[src/rtl/param_fetch_pipe.sv]
// param_fetch_pipe
//   Walks a weight/index table from a programmable base address. Each index
//   plus an offset forms an input-activation address. The block emits one
//   {input value, weight} beat per cycle to the MAC accumulator, with a
//   start/busy/done handshake and downstream backpressure.
//
//   Memory timing: the weight, index and input memories must present data for
//   a registered address in time to be sampled at the next rising edge. The
//   stage registers below are the only pipeline registers; the memories add
//   no extra register of their own. Under that timing, with o_out_ready held
//   high, the first beat appears in the third cycle after the start cycle, and
//   N beats keep o_busy high for N+2 cycles.
//
//   Build option: define PARAM_FETCH_SKIP_ZERO_EN to drop entries whose weight
//   is zero. No beat is emitted for such an entry, and done still follows the
//   drain of all num_adds entries. Without the macro every entry is emitted.
//
//   state  | meaning
//   -------+-----------------------------------------------------------------
//   IDLE   | waiting for i_start; the table walk is launched on the start edge
//   ISSUE  | issuing consecutive table addresses, one per non-stalled cycle
//   DRAIN  | all addresses issued; waiting for the pipeline to empty
//   DONE   | one-cycle o_done pulse, o_busy low

module param_fetch_pipe #(
   parameter int DW = 16,
   parameter int AW = 16,
   parameter int CW = 16
) (
   input  logic          i_clk,
   input  logic          i_rst,
   input  logic          i_start,
   input  logic [CW-1:0] i_num_adds,
   input  logic [AW-1:0] i_weight_base,
   input  logic [AW-1:0] i_offset,
   output logic          o_busy,
   output logic          o_done,
   output logic [AW-1:0] o_weight_addr,
   input  logic [DW-1:0] i_weight_val,
   output logic [AW-1:0] o_index_addr,
   input  logic [DW-1:0] i_index_val,
   output logic [AW-1:0] o_input_addr,
   input  logic [DW-1:0] i_input_val,
   output logic [DW-1:0] o_out_val,
   output logic [DW-1:0] o_out_weight,
   output logic          o_out_valid,
   input  logic          i_out_ready
);

   typedef enum logic [1:0] {
      S_IDLE  = 2'd0,
      S_ISSUE = 2'd1,
      S_DRAIN = 2'd2,
      S_DONE  = 2'd3
   } state_t;

   state_t        r_state;
   state_t        w_state_nxt;

   logic          w_launch;
   logic          w_issue;
   logic          w_stall;
   logic          w_keep;
   logic          w_s2_emit;

   logic [CW-1:0] r_remain;
   logic [AW-1:0] r_weight_addr;
   logic [AW-1:0] r_offset;

   logic          r_s1_valid;
   logic          r_s2_valid;
   logic          r_s3_valid;
   logic [DW-1:0] r_weight_reg;
   logic [DW-1:0] r_index_reg;
   logic [DW-1:0] r_out_val;
   logic [DW-1:0] r_out_weight;

   logic [AW-1:0] w_index_aw;

   // A beat is held at the output and the whole pipeline freezes.
   assign w_stall = r_s3_valid & ~i_out_ready;

`ifdef PARAM_FETCH_SKIP_ZERO_EN
   assign w_keep = (r_weight_reg != '0);
`else
   assign w_keep = 1'b1;
`endif

   assign w_s2_emit = r_s2_valid & w_keep;

   generate
      if (DW >= AW) begin : g_idx_trunc
         assign w_index_aw = r_index_reg[AW-1:0];
      end else begin : g_idx_zext
         assign w_index_aw = {{(AW-DW){1'b0}}, r_index_reg};
      end
   endgenerate

   assign o_weight_addr = r_weight_addr;
   assign o_index_addr  = r_weight_addr;
   assign o_input_addr  = w_index_aw + r_offset;
   assign o_out_val     = r_out_val;
   assign o_out_weight  = r_out_weight;
   assign o_out_valid   = r_s3_valid;

   // FSM state register.
   always_ff @(posedge i_clk or posedge i_rst) begin
      if (i_rst) begin
         r_state <= S_IDLE;
      end else begin
         r_state <= w_state_nxt;
      end
   end

   // Next-state decode, issue strobes and handshake outputs.
   always_comb begin
      w_state_nxt = r_state;
      w_launch    = 1'b0;
      w_issue     = 1'b0;
      o_busy      = 1'b0;
      o_done      = 1'b0;
      case (r_state)
         S_IDLE: begin
            if (i_start) begin
               if (i_num_adds == '0) begin
                  w_state_nxt = S_DONE;
               end else begin
                  w_launch    = 1'b1;
                  w_state_nxt = (i_num_adds == CW'(1)) ? S_DRAIN : S_ISSUE;
               end
            end
         end
         S_ISSUE: begin
            o_busy = 1'b1;
            if (!w_stall) begin
               w_issue = 1'b1;
               if (r_remain == CW'(1)) begin
                  w_state_nxt = S_DRAIN;
               end
            end
         end
         S_DRAIN: begin
            o_busy = 1'b1;
            if (!r_s1_valid && !r_s2_valid && !w_stall) begin
               w_state_nxt = S_DONE;
            end
         end
         S_DONE: begin
            o_done      = 1'b1;
            w_state_nxt = S_IDLE;
         end
         default: begin
            w_state_nxt = S_IDLE;
         end
      endcase
   end

   // Address walk. The first address leaves on the start edge; r_remain
   // counts the addresses still to be issued after that one.
   always_ff @(posedge i_clk or posedge i_rst) begin
      if (i_rst) begin
         r_weight_addr <= '0;
         r_offset      <= '0;
         r_remain      <= '0;
      end else if (w_launch) begin
         r_weight_addr <= i_weight_base;
         r_offset      <= i_offset;
         r_remain      <= i_num_adds - CW'(1);
      end else if (w_issue) begin
         r_weight_addr <= r_weight_addr + AW'(1);
         r_remain      <= r_remain - CW'(1);
      end
   end

   // Stage valid bits; all stages advance together unless the output is stalled.
   always_ff @(posedge i_clk or posedge i_rst) begin
      if (i_rst) begin
         r_s1_valid <= 1'b0;
         r_s2_valid <= 1'b0;
         r_s3_valid <= 1'b0;
      end else if (!w_stall) begin
         r_s1_valid <= w_launch | w_issue;
         r_s2_valid <= r_s1_valid;
         r_s3_valid <= w_s2_emit;
      end
   end

   // Stage data registers. Data is captured only for live entries, so the
   // output holds its last beat when bubbles pass through.
   always_ff @(posedge i_clk or posedge i_rst) begin
      if (i_rst) begin
         r_weight_reg <= '0;
         r_index_reg  <= '0;
         r_out_val    <= '0;
         r_out_weight <= '0;
      end else if (!w_stall) begin
         if (r_s1_valid) begin
            r_weight_reg <= i_weight_val;
            r_index_reg  <= i_index_val;
         end
         if (w_s2_emit) begin
            r_out_val    <= i_input_val;
            r_out_weight <= r_weight_reg;
         end
      end
   end

endmodule

[config.mk]
export PLATFORM = sky130hd
export DESIGN_NAME = param_fetch_pipe
export DESIGN_NICKNAME = d
export VERILOG_FILES = /design/src/rtl/param_fetch_pipe.sv
export SDC_FILE = /design/constraint.sdc
export NUM_CORES = 1
export LEC_CHECK = 0
export CAP_MARGIN = 10
export CELL_PAD_IN_SITES_DETAIL_PLACEMENT = 1
export CELL_PAD_IN_SITES_GLOBAL_PLACEMENT = 2
export CORE_MARGIN = 4
export CORE_UTILIZATION = 32
export DETAILED_ROUTE_END_ITERATION = 8
export MAX_ROUTING_LAYER = met4
export PLACE_DENSITY = 0.83
export SLEW_MARGIN = 20
export SYNTH_ARGS = -nofsm -noshare
export SYNTH_HDL_FRONTEND = slang
export SYNTH_SLANG_ARGS = --single-unit
export TNS_END_PERCENT = 30
[constraint.sdc]
create_clock -name i_clk -period 7.4 [get_ports i_clk]
set_input_delay 1.48 -clock i_clk [delete_from_list [all_inputs] [get_ports i_clk]]
set_output_delay 1.48 -clock i_clk [all_outputs]
set_load 0.01 [all_outputs]
==> results.md <==
- Status: completed
- Largest fanout of any net on the critical path: 3
- Hold crit path type: register to register
- Syn avg cell area: 11.5 µm²
- Maximum count of clock buffers along a single path: 2
- Biggest area consumer among synthesized cells: sky130_fd_sc_hd__dfrtp_1
- Rel. slew slack: approximately two fifths
- Final weighted congestion of routability-driven global placement: 0.858
- Time the worst path needs with I/O delays and setup: about 5.1 ns
- Area of the mapped netlist: 6180 µm²
- Starting Density: between 30% and 40%
- Total Routed Length: 17600 µm
- Largest vdd supply drop: 0.175 mV
- Count of flip-flops with a built-in enable after synthesis: 0
- Post-Syn Nets: 666
- Smallest setup slack after layout: ~2.3 ns
- Setup tns final: 0 ns
- Placement row count: 50
- Clock transition time at the flip-flop clock pins of the worst setup and hold paths: 0.06 ns
- Total number of clock tree sinks: 117
- Number of buffers added on ports: between 150 and 200
- Number of nets still failing antenna checks after routing: 0
- Worst setup path class: register to primary output
- Via count of the routed design: roughly 4800
- DRC violation total after the first TritonRoute iteration: 184
- Worst-case register-to-register setup slack: around 5.0 ns
- Initial antenna violation count: 1
- Portion of the clock cycle consumed by the worst path in the final layout: 68.6%
- Number of global-route vias before repair: 5381
- Overall die area: 21600 µm²
- Power per cell area: about 520 nW/µm²
- Final hold vios: 0
- Area fraction of the dominant cell type after synthesis: a little under half
- Fraction of registers with async set or reset after synthesis: 100%
- Worst slack at placement: 2.73 ns
- TritonCTS clock tree: done
- Leading register cell type out of synthesis: sky130_fd_sc_hd__dfrtp_1
- Hold_buf cts: 0
- Grt total ovfl: 0
- Slew at the pin with the worst max-slew slack: 0.885 ns
- Floorplan die width: ~150 µm
- Reg2Reg Depth: 7
- DP HPWL: roughly 13000 µm
- Root buffer cell: sky130_fd_sc_hd__clkbuf_16
- Count of buffers added by post-CTS timing repair for setup: 0
- Detailed-route vias per instance: 4.82
- GRT Overall Usage: 17.2%
- Layout-stage area growth over the synthesis result: 41.9%
- H-tree levels: 4
- Share of post-route cells with drive strength above 1: between 10% and 20%
- Number of setup violations in the final report: 0
- Post-synthesis instance total: 540
- Category of the worst setup path capture point: primary output
- Yosys warning count: 0
- Global-route wire length before repair: 29000 µm
- Post-Place Cell Area: 8160 µm²
- Part of the Yosys area used for sequential elements: between 40% and 50%
- Insertion delay to the later sink of the worst-skew pair: between 0.4 and 0.5 ns
- Overall die height: 147 µm
- Post-CTS Resized: 0
- Hold Crit Depth: 2
- Register bit total from synthesis: about 120
- First-pass DRT Iterations: 6
- Top post-synthesis cells by area: sky130_fd_sc_hd__dfrtp_1 (47%), sky130_fd_sc_hd__mux2_2 (12%), sky130_fd_sc_hd__xnor2_1 (5.1%), sky130_fd_sc_hd__ha_1 (5.1%), sky130_fd_sc_hd__mux2_4 (3.2%)
- Startpoint Class: register
- Detailed-route wire length per cell: 17.9 µm
- Total Nets Final: 838
- Unique masters post-synth: 53
- DRC violation count after routing: 0
- Critical Path RT: slightly below 6 ns
- Endpoint arrival time on the critical path: 3.60 ns
- Number of CTS-inserted buffers: 17
- Max-cap viol count: 0
- Final Max Tran Viols: 0
- Area of the core region: 18800 µm²
- Num ports: 183
- Area of all placed cells without fillers: 8770 µm²
- Fill cells: 1990
- Fmax: 197 MHz
- Setup repair after global routing missed its margin: false
- Clock skew after layout: 0.00948 ns
- Pin count of the biggest net entering global routing: 69
- Leak: 3.55 nW
-- cells in the mapped netlist, drive strengths merged, types with 2 or more instances --
| cell | n |
|---|---|
| dfrtp | 117 |
| mux2 | 81 |
| nand2 | 47 |
| xnor2 | 36 |
| o21ai | 29 |
| buf | 28 |
| ha | 25 |
| nor2 | 22 |
| xor2 | 18 |
| a21oi | 15 |
| inv | 12 |
| nor3 | 12 |
| mux2i | 10 |
| nand3 | 8 |
| nand4 | 7 |
| a21o | 6 |
| clkbuf | 6 |
| nor4 | 6 |
| o21a | 5 |
| or3 | 5 |
| or4 | 5 |
| and3 | 3 |
| nand2b | 3 |
| nor2b | 3 |
| a221oi | 2 |
| a31o | 2 |
| a31oi | 2 |
| and2 | 2 |
| and4 | 2 |
| o211a | 2 |
| o22ai | 2 |
| o311a | 2 |
-- per-layer routing --
| layer | vias to the layer above | share of wire [%] | GRT usage [%] |
|---|---|---|---|
| li1 | 2258 | - | - |
| met1 | 2390 | 41 | 19.1 |
| met3 | 16 | 3.4 | 4.16 |
| met2 | 87 | 54 | 30.3 |
| met5 | - | 0 | - |
| met4 | 0 | 1.7 | 5.59 |
-- worst max-delay path, stage by stage (launching register included) --
cell and delay [ns]:
sky130_fd_sc_hd__dfrtp_1 0.38, sky130_fd_sc_hd__ha_1 0.25, sky130_fd_sc_hd__fa_1 0.41, sky130_fd_sc_hd__a21o_1 0.21, sky130_fd_sc_hd__a221oi_1 0.52, sky130_fd_sc_hd__o21ai_0 0.31
sky130_fd_sc_hd__a31o_2 0.33, sky130_fd_sc_hd__o311a_1 0.29, sky130_fd_sc_hd__clkdlybuf4s50_1 0.49
-- metrics by stage --
step / total power [mW] / instances / utilization (%) / hold slack (ns)
6_report: 4.52 / 986 / 46.6 / 0.498
5_1_grt: 4.82 / 986 / 46.6 / 0.518
4_1_cts: 4.58 / 985 / 46.6 / 0.504
3_5_place_dp: 3.69 / 953 / 43.3 / 0.489
3_3_place_gp: 3.61 / 953 / 43.3 / 0.475
2_1_floorplan: 2.62 / 540 / - / 0.460
-- layout by cell type (no fill, tap or decap), drive strengths merged, types with 8 or more instances in the layout --
master | netlist | layout
xor2 | 18 | 18
xnor2 | 36 | 36
mux2 | 81 | 81
o21ai | 29 | 29
clkbuf | 6 | 17
clkdlybuf4s50 | 0 | 182
ha | 25 | 25
nor2 | 22 | 22
nand3 | 8 | 8
inv | 12 | 22
dfrtp | 117 | 117
nor3 | 12 | 12
a21oi | 15 | 15
nand2 | 47 | 47
mux2i | 10 | 10
-- cell families (layout without fill, tap and decap cells) --
logic type	count (synthesis)	in the layout	share of synthesized area [%]
compound gates	76	76	7.79
simple gates	130	130	10.5
mux	91	91	17.2
fa+ha+maj	26	26	5.38
xor+xnor	54	54	7.65
other cells	0	1	0
flops	117	117	47.3
buf+inv	46	231	4.17
-- area by class of cell --
type | instances | area (µm²) | share of cell area (%)
multi-input cells | 377 | 3000 | 34.2
diodes | 1 | 2.50 | 0.0285
well taps | 260 | 325 | 3.71
clock buffers | 17 | 425 | 4.85
repair buffers | 187 | 1860 | 21.2
inverters | 12 | 47.5 | 0.542
flip-flops and latches | 117 | 2930 | 33.4
clock inverters | 15 | 185 | 2.11
-- where the power goes --
| part | total [mW] | switching, mW | internal (mW) |
|---|---|---|---|
| Combinational | 2.44 | 1.09 | 1.35 |
| Sequential | 1.22 | 0.251 | 0.971 |
| Clock | 0.853 | 0.340 | 0.513 |
-- worst paths after layout --
path / endpoint / start
max reg2reg: o_index_addr[13] / r_state[1]
min in group asynchronous: r_offset[2] / i_rst
max: o_input_addr[12] / r_offset[0]
min: r_s1_valid / r_s1_valid
min reg2reg: r_s1_valid / r_s1_valid
max in group asynchronous: r_offset[11] / i_rst
Power figures use the tool's default switching activity.
